$ cat config.mk
export PLATFORM = sky130hd
export DESIGN_NAME = shift_left_seq
export DESIGN_NICKNAME = d
export VERILOG_FILES = /design/src/rtl/shift_pkg.sv /design/src/rtl/shift_left_stage.sv /design/src/rtl/shift_left_seq.sv
export SDC_FILE = /design/constraint.sdc
export NUM_CORES = 1
export LEC_CHECK = 0
export ABC_AREA = 0
export BUFFER_PORTS_ARGS = -buffer_cell sky130_fd_sc_hd__buf_2
export CORE_ASPECT_RATIO = 1.75
export CORE_MARGIN = 3
export CORE_UTILIZATION = 52
export DETAILED_ROUTE_END_ITERATION = 7
export PLACE_DENSITY = 0.82
export SLEW_MARGIN = 20
export SYNTH_ARGS = -nofsm -noshare
export SYNTH_HDL_FRONTEND = slang
export SYNTH_HIERARCHICAL = 1
export SYNTH_SLANG_ARGS = --single-unit
export TNS_END_PERCENT = 5
$ cat constraint.sdc
create_clock -name clock -period 3.4 [get_ports clock]
set_input_delay 0.68 -clock clock [delete_from_list [all_inputs] [get_ports clock]]
set_output_delay 0.68 -clock clock [all_outputs]
set_load 0.02 [all_outputs]
$ cat src/rtl/shift_pkg.sv
// Shared types and constants for the sequential left shifter (shift_left_seq).
// Stage weights are listed highest first, matching the order in which stages execute.
package shift_pkg;

  typedef enum logic [1:0] {
    IDLE  = 2'd0,
    SHIFT = 2'd1,
    DONE  = 2'd2
  } state_e;

  localparam int unsigned WIDTH_DEF   = 32;
  localparam int unsigned SHAMT_W_DEF = $clog2(WIDTH_DEF);

  localparam int unsigned STAGE_WEIGHT [SHAMT_W_DEF] = '{32'd16, 32'd8, 32'd4, 32'd2, 32'd1};

endpackage

$ cat src/rtl/shift_left_stage.sv
// One binary-weighted left-shift stage: shifts by 2**k when enabled, zero-filling from the LSB.
module shift_left_stage #(
  parameter int unsigned WIDTH   = 32,
  parameter int unsigned SHAMT_W = $clog2(WIDTH)
) (
  input  logic [WIDTH-1:0]   acc_in,
  input  logic [SHAMT_W-1:0] k,
  input  logic               en,
  output logic [WIDTH-1:0]   acc_out
);

  // Selected stage shift or pass-through
  always_comb begin
    acc_out = acc_in;
    if (en) begin
      acc_out = acc_in << (32'd1 << k);
    end else begin
      acc_out = acc_in;
    end
  end

endmodule

$ cat src/rtl/shift_left_seq.sv
// Multi-cycle logical left shifter, one binary-weighted stage per clock.
// Build option SHIFT_SKIP_ZERO_EN: visit only the set bits of the shift amount.
module shift_left_seq
  import shift_pkg::*;
#(
  parameter int unsigned WIDTH = WIDTH_DEF
) (
  input  logic                       clock,
  input  logic                       reset_n,
  input  logic                       start,
  input  logic [WIDTH-1:0]           data_in,
  input  logic [$clog2(WIDTH)-1:0]   shamt,
  output logic                       ready,
  output logic                       done,
  output logic [WIDTH-1:0]           result_out
);

  localparam int unsigned SHAMT_W = $clog2(WIDTH);

  state_e               state_q, state_d;
  logic [WIDTH-1:0]     acc_q, acc_d;
  logic [SHAMT_W-1:0]   rem_q, rem_d;
  logic [SHAMT_W-1:0]   k_q, k_d;
  logic [WIDTH-1:0]     result_q, result_d;
  logic                 ready_q, ready_d;
  logic                 done_q, done_d;

  logic [SHAMT_W-1:0]   stage_k_s;
  logic                 stage_en_s;
  logic [WIDTH-1:0]     stage_acc_s;

  shift_left_stage #(
    .WIDTH   (WIDTH),
    .SHAMT_W (SHAMT_W)
  ) u_stage (
    .acc_in  (acc_q),
    .k       (stage_k_s),
    .en      (stage_en_s),
    .acc_out (stage_acc_s)
  );

`ifdef SHIFT_SKIP_ZERO_EN
  logic [SHAMT_W-1:0] msb_s;

  // Highest set bit of rem; later iterations override lower ones
  always_comb begin
    msb_s = '0;
    for (int i = 0; i < int'(SHAMT_W); i++) begin
      if (rem_q[i]) begin
        msb_s = SHAMT_W'(i);
      end else begin
        msb_s = msb_s;
      end
    end
  end
`endif

  // Next-state, datapath and output decode
  always_comb begin
    state_d    = state_q;
    acc_d      = acc_q;
    rem_d      = rem_q;
    k_d        = k_q;
    result_d   = result_q;
    stage_k_s  = k_q;
    stage_en_s = 1'b0;
    case (state_q)
      IDLE: begin
        if (start) begin
          acc_d = data_in;
          rem_d = shamt;
          k_d   = SHAMT_W'(SHAMT_W - 1);
`ifdef SHIFT_SKIP_ZERO_EN
          // Zero shift finishes on the accepting edge itself
          if (shamt == '0) begin
            state_d  = DONE;
            result_d = data_in;
          end else begin
            state_d  = SHIFT;
          end
`else
          state_d = SHIFT;
`endif
        end else begin
          state_d = IDLE;
        end
      end
      SHIFT: begin
`ifdef SHIFT_SKIP_ZERO_EN
        stage_k_s  = msb_s;
        stage_en_s = 1'b1;
        acc_d      = stage_acc_s;
        rem_d      = rem_q & ~(SHAMT_W'(1) << msb_s);
        if (rem_d == '0) begin
          state_d  = DONE;
          result_d = stage_acc_s;
        end else begin
          state_d  = SHIFT;
        end
`else
        stage_k_s  = k_q;
        stage_en_s = rem_q[k_q];
        acc_d      = stage_acc_s;
        k_d        = k_q - SHAMT_W'(1);
        if (k_q == '0) begin
          state_d  = DONE;
          result_d = stage_acc_s;
        end else begin
          state_d  = SHIFT;
        end
`endif
      end
      DONE: begin
        state_d = IDLE;
      end
      default: begin
        state_d = IDLE;
      end
    endcase
    ready_d = (state_d == IDLE);
    done_d  = (state_d == DONE);
  end

  // State, datapath and registered outputs
  always_ff @(posedge clock or negedge reset_n) begin
    if (!reset_n) begin
      state_q  <= IDLE;
      acc_q    <= '0;
      rem_q    <= '0;
      k_q      <= SHAMT_W'(SHAMT_W - 1);
      result_q <= '0;
      ready_q  <= 1'b1;
      done_q   <= 1'b0;
    end else begin
      state_q  <= state_d;
      acc_q    <= acc_d;
      rem_q    <= rem_d;
      k_q      <= k_d;
      result_q <= result_d;
      ready_q  <= ready_d;
      done_q   <= done_d;
    end
  end

  assign ready      = ready_q;
  assign done       = done_q;
  assign result_out = result_q;

endmodule

* Word-level counts from Yosys, hierarchy flattened *
Index checks and enable logic that the tools add are counted.

word-level totals
  bits in registers = 78
  input bits = 40
  output and inout bits = 34
  word-level logic and storage cells = 32

operators by class
  add/sub/neg operators = 1
  order comparisons = 1
  equal/unequal tests = 3
  shift operators = 2
  multiplexer cells = 11
  reduce and logical (&&, ||, !) cells = 7

operators with widths
  cell                                                                           number
  32-bit 2-to-1 mux                                                              2
  32-bit case mux with 2 select lines                                            1
  1-bit by 5-bit << shifter with 32-bit output (first input constant)            1
  32-bit by 32-bit << shifter with 32-bit output                                 1
  5-bit case mux with 2 select lines                                             1
  2-bit AND reduction                                                            3
  5-bit zero test                                                                1
  5-bit by 4-bit less-than comparator with 1-bit output (second input constant)  1
  5-bit 2-to-1 mux                                                               1
  5-bit by 1-bit subtractor with 5-bit output (second input constant)            1
  2-bit zero test                                                                2
  2-bit case mux with 2 select lines                                             1
  1-bit binary-select mux with 3-bit select                                      1
  1-bit 2-to-1 mux                                                               3
  2-bit by 1-bit == test with 1-bit output (second input constant)               1
  2-bit == test (second input constant)                                          1
  2-bit 2-to-1 mux                                                               1
  2-bit inequality test (second input constant)                                  1
  2-bit nonzero test                                                             1

* Logic depth before layout (Yosys ltp) *
Gate-level depths: netlist (run 1).

  depth in word-level cells = 5
  mapped depth = 11
  gate-level depth less buffers = 10

* Hierarchy *
Netlist (run 1), hierarchy kept.

by module, submodules not included
  module            instances  cells an instance  area each (um2)  sequential area each (um2)
  shift_left_seq    1          295                3568.4           1954.4
  shift_left_stage  1          301                1938.1           0.0

* Least setup slack after synthesis (run 1) *
No wires, ideal clock.

  path type = register -> register
  start point = register k_q[0]
  end point = register acc_q[26]
  setup time = 0.083 ns
  arrival time = 2.332 ns
  path slack = 0.985 ns
  cell stages (with the launch flop) = 12
  buffers on the path = 3
  cell sequence = dfrtp_1 mux4_2 nand2b_1 a21oi_1 clkbuf_1 inv_1 clkbuf_1 clkbuf_1 a22oi_1 o21ai_1 a22oi_1 o21ai_0

on the way
  word-level cells in the longest chain between the ends = 5

ends and longest elaborated chain
  element                                    RTL line                text
  from (decl)                                shift_left_seq.sv:23    logic [SHAMT_W-1:0] k_q, k_d;
  from (signal assigned)                     shift_left_seq.sv:130   k_q <= SHAMT_W'(SHAMT_W - 1);
  from (signal assigned)                     shift_left_seq.sv:138   k_q <= k_d;
  1-bit binary-select mux with 3-bit select  shift_left_seq.sv:102   stage_en_s = rem_q[k_q];
  1-bit 2-to-1 mux (not written as such)     shift_left_seq.sv:102
  1-bit 2-to-1 mux                           shift_left_seq.sv:67    case (state_q)
  net stage_en_s                             shift_left_seq.sv:29    logic stage_en_s;
  32-bit 2-to-1 mux                          shift_left_stage.sv:15  if (en) begin
  net stage_acc_s[26]                        shift_left_seq.sv:30    logic [WIDTH-1:0] stage_acc_s;
  32-bit case mux with 2 select lines        shift_left_seq.sv:67
  to (signal assigned)                       shift_left_seq.sv:128   acc_q <= '0;
  to (signal assigned)                       shift_left_seq.sv:136   acc_q <= acc_d;
  to (decl)                                  shift_left_seq.sv:21    logic [WIDTH-1:0] acc_q, acc_d;

The timed path passes the listed nets, and every way through them passes these cells. The select of a mux whose other input is x is not followed.
A chain may end at the register's enable or synchronous reset.

* Worst setup path in the final report (run 1) *
  start point = register k_q[1]
  end point = register acc_q[31]

on the way
  word-level cells in the longest chain between the ends = 5

ends and longest elaborated chain
  element                                                                               RTL line
  branches (longest 3 deep; another with 1-bit by 5-bit << shifter with 32-bit output)  n/a
  32-bit 2-to-1 mux *                                                                   shift_left_stage.sv:15
  net stage_acc_s[31]                                                                   shift_left_seq.sv:30
  32-bit case mux with 2 select lines *                                                 shift_left_seq.sv:67

Mark *: on every way through the listed nets, which the timed path passes. The select of a mux whose other input is x is not followed.

==> results.md, run 1 <==
* Worst setup margin at 0.0656 ns
* Clk_skew at 0.00735 ns
* Post-synth net total at 637
* Commonest non-fill, non-tap cell in the layout: dfrtp_1
* CP arrival at 3.54 ns
* Fin. Hold Viols at 0
* Post-synthesis cell type count at 77
* DRC viols at 0
* Clk pin slew, worst setup/hold paths at 0.06 ns
* Highest routed layer: met4
* Worst hold slack at 0.464 ns
* Remaining Overflow, GRT at 0
* Num CTS Buffers at 9
* Syn-to-layout area delta at 15.1%
* Metal2 WL at 10.8 mm
* I/O pins at 74
* Flop pwr share at 27.7%
* Initial antenna violation count at 0
* Crit Path Class: reg2reg
* Total internal power at 3130 µW
* Synth warn at 6
* Net Sw Power at 3130 µW
* Async SR Flop Fraction at between 90% and 100%
* Cell Area, Synth at 5510 µm²
* Dominant cell type by area after synthesis: dfrtp_1
* Synth Area per Inst at 9.24 µm²
* Max H-tree Level at 3
* Largest net degree at the start of global routing at 79
* Synthesized flop and latch total at roughly 80
* Commonest non-fill, non-tap cells in the layout: dfrtp_1 (76), buf_2 (72), a21oi_1 (62), o21ai_0 (62), a22oi_1 (38)
* Slew headroom at about a third
* Worst skew pair latency at 0.35 ns
* CTS tree: done
* Clock sink count at 78
* CP max FO at 20
* Pre-CTS worst setup slack at 0.231 ns
* Crit end category: flip-flop
* WL met3 at about 1.6 mm
* Met1 Wirelength at 7.58 mm
* Post-route antenna net violation count at 0
* Vias per inst at 7.03
* Fin nets at 705
* Max Slew Vio Count at 0
* Postcts setup bufs at 0
* Fillcell total at 903
* Drt wl/cell at 27.1 µm
* Sequential-to-total area share from yosys stat at 35.5%
* Ys flop type: dfrtp_1
* Net Sw Frac at 50.0%
* Worst hold path type: in2async
* Lkg Pwr at 0.00281 µW
* Die height at 142 µm
* First-pass GRT wire length at 32.6 mm
* Initial core utilization at 53.5%
* Total routed wirelength at about 22 mm
* Hold buffer count at CTS at 0
* Post-layout min period at 3.33 ns
* Largest cells by area after synthesis: dfrtp_1 (35%), mux2_4 (7.4%), a21oi_1 (5.6%)
* Row count at slightly below 50
* Dpl hpwl at 15.0 mm
* Period Utilization, post-route at 98.1%
* Core Region at 10,300 µm²
* Clk pwr share at approximately 15%
* Die area at 11,900 µm²
* Final-report setup violation count at 0
* Worst Max-Slew Pin Slew at about 1.0 ns
* R2R depth at 8
* Status: finished, final reports clean
* Total global-route track usage at 35.9%
* Layout cell share with drive strength beyond 1 at between 20% and 30%
* Comb pwr share at 57.6%
* Vias in the first global route at 5,640
* GP Congestion at 1.04
* Max Fclk at 300 MHz
* Die width at 83.8 µm
* Sum of negative setup slack at 0 ns
* Post_cts resized at 0
* Clock root cell: clkbuf_16
* Max cap viols at 0
* RSZ-0062 raised after global routing: no
* Setup crit start kind: flip-flop
* Cell Pwr Density at 987 nW/µm²
* DR vias at 5,596
* CP required at around 3.6 ns
* Design Power at 6260 µW
* Pre-antenna DRT Iters at 6
* Maximum VDD drop at 0.846 mV
* Port Buffer Count at 73
* Post-Syn Instances at between 500 and 600
* 1st-iter DRT viols at 863
* Ant diodes at 0
* Top-area cell type share of the netlist area at 34.5%
* Post-synth EDFFs at 0
* Clk buf depth at 2
## through the flow
step | std cells | cell area (µm²) | utilization (%)
floorplan | 596 | 5510 | -
detailed placement | 780 | 6060 | 58.8
finish | 796 | 6340 | 61.5
CTS | 796 | 6340 | 61.5
global placement | 780 | 6060 | 58.8
global route | 796 | 6340 | 61.5
## worst paths after layout
kind	startpoint	endpoint	slack [ns]
setup reg to reg	k_q[1]	acc_q[31]	0.07
hold / removal	reset_n	state_q[1]	0.46
setup / recovery	k_q[1]	acc_q[31]	0.07
min in group clock	result_out[3]	result_out[3]	0.50
max in group asynchronous	reset_n	k_q[1]	2.23
hold reg to reg	result_out[3]	result_out[3]	0.50
## synthesized netlist by cell type, drive strengths merged, types with 5 or more instances
library cell,n
a221o,5
a22o,9
dfrtp,76
a22oi,38
a211o,5
mux2i,15
nand3,13
and3,5
nor3,7
o221ai,6
o2bb2ai,8
o211ai,5
nand2,38
nor2,22
buf,25
a211oi,6
nor2b,37
clkbuf,26
mux2,39
a21oi,63
inv,9
nand2b,5
a221oi,6
o21ai,69
## worst max-delay path: stages, from the launching register on
cell and delay [ns]:
dfrtp_1 0.62, or3_4 0.61, nor2_8 0.37, a22oi_1 0.27, mux2_2 0.32, mux2i_1 0.37, o221ai_1 0.26, a22oi_1 0.23
o21ai_0 0.13
## power by group through the flow
stage	sequential, µW	clock [µW]	combinational (µW)
CTS	1720	926	3500
detailed placement	1730	0	3490
finish	1730	918	3600
floorplan	1730	0	2200
global route	1780	959	3760
global placement	1710	0	3460
## state kept, by name, summed over array words and instances (netlist names)
signal,flops
rem_q,5
acc_q,32
done,1
ready,1
result_out,32
state_q,2
k_q,5
## area by class of cell
cell class / instances / area [µm²] / share of cell area, %
Clock inverter: 5 / 35.0 / 0.553
Clock buffer: 11 / 243 / 3.83
Timing Repair Buffer: 108 / 643 / 10.1
Inverter: 9 / 33.8 / 0.533
Sequential cell: 78 / 1950 / 30.8
Tap cell: 127 / 159 / 2.51
Multi-Input combinational cell: 458 / 3270 / 51.6
## layer usage
metal | vias to the layer above | global-route usage, %
li1 | 2393 | -
met1 | 2744 | 39.9
met2 | 349 | 61.7
met3 | 110 | 8.05
met4 | 0 | 22.9
met5 | - | 0
## kinds of logic after synthesis
group                      count (synthesis)  synth area share, %
adders and majority gates                  1                0.227
AOI/OAI and AO/OA                        253                 30.4
muxes                                     55                 13.0
and+or+nand+nor                          148                 15.4
buffers and inverters                     60                 5.32
xor gates and xnor gates                   1                0.159
DFF                                       78                 35.5
Note: power is estimated with default switching activity, not from simulation.
==> run 2: changes to the inputs <==
--- a/config.mk
+++ b/config.mk
@@ -6,12 +6,12 @@
 export NUM_CORES = 1
 export LEC_CHECK = 0
 export ABC_AREA = 0
-export BUFFER_PORTS_ARGS = -buffer_cell sky130_fd_sc_hd__buf_2
 export CORE_ASPECT_RATIO = 1.75
 export CORE_MARGIN = 3
-export CORE_UTILIZATION = 52
+export CORE_UTILIZATION = 30
 export DETAILED_ROUTE_END_ITERATION = 7
-export PLACE_DENSITY = 0.82
+export DONT_BUFFER_PORTS = 1
+export PLACE_DENSITY = 0.53
 export SLEW_MARGIN = 20
 export SYNTH_ARGS = -nofsm -noshare
 export SYNTH_HDL_FRONTEND = slang
==> results.md, run 2 (synthesis results as in run 1) <==
* Clk pin slew, worst setup/hold paths at 0.06 ns
* Worst hold path type: in2async
* Row count at 64
* Commonest non-fill, non-tap cell in the layout: dfrtp_1
* Die width at 108 µm
* CTS tree: done
* Fin. Hold Viols at 0
* Worst setup margin at 0.290 ns
* Max Slew Vio Count at 0
* Remaining Overflow, GRT at 0
* GP Congestion at 1.04
* Fin nets at 645
* Crit end category: flip-flop
* Slew headroom at 52.3%
* Clk_skew at 0.00716 ns
* Final std cells w/o fill at 840
* Initial core utilization at 31.0%
* Clock root cell: clkbuf_16
* Lkg Pwr at 0.00256 µW
* CP arrival at 3.32 ns
* I/O pins at 74
* Vias in the first global route at 5,444
* CP max FO at 19
* Max Fclk at about 320 MHz
* Post_cts resized at 0
* Num CTS Buffers at 9
* Largest net degree at the start of global routing at 79
* Total routed wirelength at about 23 mm
* Ant diodes at 0
* Sum of negative setup slack at 0 ns
* CP required at 3.61 ns
* Port Buffer Count at 0
* Worst r2r src: k_q[1]
* Commonest non-fill, non-tap cells in the layout: dfrtp_1 (76), a21oi_1 (62), o21ai_0 (62)
* Worst skew pair latency at 0.35 ns
* Dpl cells at 824
* Period Utilization, post-route at 91.5%
* Setup crit start kind: flip-flop
* Comb pwr share at 53.8%
* Flop pwr share at 30.2%
* Layout cell share with drive strength beyond 1 at 20.7%
* Hold buffer count at CTS at 0
* Initial antenna violation count at 0
* Die height at 185 µm
* Max cap viols at 0
* Maximum VDD drop at 0.498 mV
* Worst Max-Slew Pin Slew at 0.716 ns
* Core Util, Final at 34.9%
* Cell Pwr Density at 1010 nW/µm²
* Total internal power at 3180 µW
* Clock sink count at 78
* RSZ-0062 raised after global routing: no
* Die area at between 20,000 and 25,000 µm²
* Post-route antenna net violation count at 0
* First-pass GRT wire length at 35.5 mm
* Clk buf depth at 2
* Critical Path Start: k_q[1]
* Syn-to-layout area delta at 12.7%
* Crit Path Class: reg2reg
* Drt wl/cell at 27.8 µm
* Clk pwr share at between 15 and 20%
* Core Region at roughly 18,000 µm²
* Final-report setup violation count at 0
* Vias per inst at 6.19
* Status: finished, final reports clean
* Dpl hpwl at 16.9 mm
* DR vias at 5,202
* DRC viols at 0
* 1st-iter DRT viols at 537
* Max H-tree Level at 3
* Total global-route track usage at a little under a quarter
* Net Sw Frac at about half
* Net Sw Power at 3110 µW
* Post-layout min period at 3.11 ns
* Pre-CTS worst setup slack at 0.303 ns
* Postcts setup bufs at 0
* Pre-antenna DRT Iters at 5
[run 2: metal layers]
layer / GRT usage [%] / share of wire [%]
met3: 3.63 / 4.7
met2: 41.4 / 52
met5: 0 / 0
met4: 15.8 / 6.9
met1: 26.4 / 37
[run 2: stage by stage]
step	instance area (µm²)	power (µW)	hold slack, ns
after CTS	6210	6260	0.0102
after global placement	5910	5250	0.388
final	6210	6280	0.0265
after floorplan	5510	3930	0.384
after detailed placement	5910	5230	0.389
after global routing	6210	6620	0.00863
[run 2: critical path, cell delays in order (launching register included)]
cell and delay (ns):
dfrtp_1 0.49, or3_4 0.54, nor2_8 0.35, a22oi_1 0.19, buf_4 0.17, mux2_2 0.26, mux2i_1 0.39, o221ai_1 0.25
a22oi_1 0.20, o21ai_0 0.11
[run 2: area by class of cell]
type,count,area (µm²)
Multi-Input combinational cell,458,3270
Tap cell,231,289
Inverter,9,33.8
Clock buffer,10,239
Timing Repair Buffer,48,360
Fill cell,1849,11600
Clock inverter,6,61.3
Sequential cell,78,1950
[run 2: power groups by stage]
stage / sequential [µW] / clock [µW] / combinational [µW]
after detailed placement: 1910 / 0 / 3310
final: 1900 / 1000 / 3380
after floorplan: 1730 / 0 / 2200
after CTS: 1900 / 1030 / 3320
after global placement: 1910 / 0 / 3350
after global routing: 1950 / 1060 / 3610
[run 2: final timing paths]
kind / endpoint / slack, ns / cells past startpoint
min: result_out[1] / 0.03 / 0
max in group asynchronous: ready / 3.16 / 0
max reg2reg: acc_q[31] / 0.29 / 9
min in group clock: ready / 0.47 / 1
min reg2reg: rem_q[4] / 0.51 / 1
max: acc_q[31] / 0.29 / 9
==> run 3: changes to the inputs <==
--- a/config.mk
+++ b/config.mk
@@ -11,7 +11,6 @@
 export CORE_UTILIZATION = 30
 export DETAILED_ROUTE_END_ITERATION = 7
 export DONT_BUFFER_PORTS = 1
-export PLACE_DENSITY = 0.53
 export SLEW_MARGIN = 20
 export SYNTH_ARGS = -nofsm -noshare
 export SYNTH_HDL_FRONTEND = slang
==> results.md, run 3 (synthesis results as in run 1) <==
* Status: finished, final reports clean
* Hold buffer count at CTS at 0
* Syn-to-layout area delta at 12.3%
* Core Region at 17,800 µm²
* Slowest stage delay, CP at 0.78 ns
* Clock sink count at 78
* Worst path most repeated cell: a21oi_1
* Die height at ~190 µm
* Initial antenna violation count at 0
* CP cell instances: buf_4 > nor2b_1 > nand3_1 > a21oi_1 > a21oi_1 > o211ai_1 > a22oi_1 > o21ai_0
* Worst hold slack at around 0.015 ns
* Post-layout min period at 3.17 ns
* I/O pins at 74
* Commonest non-fill, non-tap cells in the layout: dfrtp_1 (76), a21oi_1 (62), o21ai_0 (62)
* R2R depth at 8
* Max H-tree Level at 3
* Initial core utilization at 31.0%
* Cell Pwr Density at slightly above 1000 nW/µm²
* Period Utilization, post-route at 93.1%
* Vias per inst at approximately 6.2
* Ant diodes at 0
* Remaining Overflow, GRT at 0
* Crit Path Class: reg2reg
* DRC viols at 0
* Core Util, Final at a little over a third
* RSZ-0062 raised after global routing: no
* Row count at 64
* Total routed wirelength at roughly 23 mm
* Clock root cell: clkbuf_16
* Setup crit start kind: flip-flop
* CP max FO at 12
* Max cap viols at 0
* Vias in the first global route at 5,361
* Clk pin slew, worst setup/hold paths at 0.06 ns
* DR vias at between 5,000 and 6,000
* 1st-iter DRT viols at 440
* Sum of negative setup slack at 0 ns
* Post_cts resized at 0
* Clk_skew at 0.00756 ns
* Pre-antenna DRT Iters at 7
* Total global-route track usage at around a quarter
* Post-route antenna net violation count at 0
* Final-report setup violation count at 0
* Fin. Hold Viols at 0
* Commonest non-fill, non-tap cell in the layout: dfrtp_1
* Clk buf depth at 2
* Fin nets at between 600 and 700
* CP max stage cell: nor2b_1
* Die area at 20,100 µm²
* Max Slew Vio Count at 0
* Worst r2r src: k_q[0]
* Maximum VDD drop at 0.419 mV
* Worst Max-Slew Pin Slew at approximately 0.95 ns
* Layout cell share with drive strength beyond 1 at 19.9%
* Worst r2r dst: acc_q[17]
* Setup slack, reg-to-reg at about 0.23 ns
* Dpl hpwl at 16.7 mm
* CP arrival at ~3.4 ns
* CTS tree: done
* Die width at 108 µm
* Max Fclk at between 300 and 400 MHz
* Worst skew pair latency at 0.36 ns
* CP required at 3.66 ns
* Lkg Pwr at 0.00253 µW
* Worst hold path type: in2async
* Crit end category: flip-flop
* GP Congestion at 1.01
* Drt wl/cell at 27.4 µm
* Slew headroom at 36.6%
* Largest net degree at the start of global routing at 79
* Num CTS Buffers at 9
* Port Buffer Count at 0
* First-pass GRT wire length at 34.7 mm
* Postcts setup bufs at 0
run 3: cell types whose count changed in the layout (fill, tap and decap cells not counted), sizes merged:
cell and delta:
clkinv -3, bufinv +1, buf -5, clkinvlp +2
run 3: where the power goes:
part | internal (µW) | total, µW | switching, µW
Clock | 642 | 1050 | 408
Combinational | 1280 | 3290 | 2010
Sequential | 1270 | 1940 | 667
run 3: cell type report:
cell class / instances / area [µm²]
repair buffers: 43 / 323
inverters: 9 / 33.8
clock inverters: 6 / 87.6
fillers: 1827 / 11600
clock buffers: 10 / 229
well taps: 231 / 289
flip-flops and latches: 78 / 1950
multi-input cells: 458 / 3270
run 3: how the worst max path moves through the flow:
stage	start	end	slack [ns]	cells after the start
6_report	k_q[0]	acc_q[17]	0.23	8
5_1_grt	k_q[1]	acc_q[31]	0.12	12
4_1_cts	k_q[0]	acc_q[17]	0.37	8
3_5_place_dp	k_q[0]	acc_q[17]	0.38	8
3_3_place_gp	k_q[0]	result_out[17]	0.28	7
2_1_floorplan	k_q[0]	acc_q[26]	0.99	11
run 3: stage by stage:
stage / total power (µW) / area, µm² / worst slack (ns) / cells
after floorplan: 3930 / 5510 / 0.985 / 596
after global placement: 5180 / 5870 / 0.281 / 819
after detailed placement: 5170 / 5870 / 0.381 / 819
after CTS: 6240 / 6190 / 0.368 / 835
after global routing: 6600 / 6190 / 0.115 / 835
final: 6270 / 6190 / 0.234 / 835
run 3: layer usage:
metal  track usage, %  wire, µm  part of all wire [%]
met1             25.6      8340                    36
met2             39.2     11500                    50
met3             4.01      1220                   5.3
met4             17.8      1850                   8.1
met5                0         0                     0
run 3: worst max-delay path, delay by kind of cell (launching register included):
| family | cells | cell delay, ns |
|---|---|---|
| buf+inv | 1 | 0.27 |
| flops | 1 | 0.49 |
| simple gates | 2 | 0.99 |
| compound gates | 5 | 1.31 |
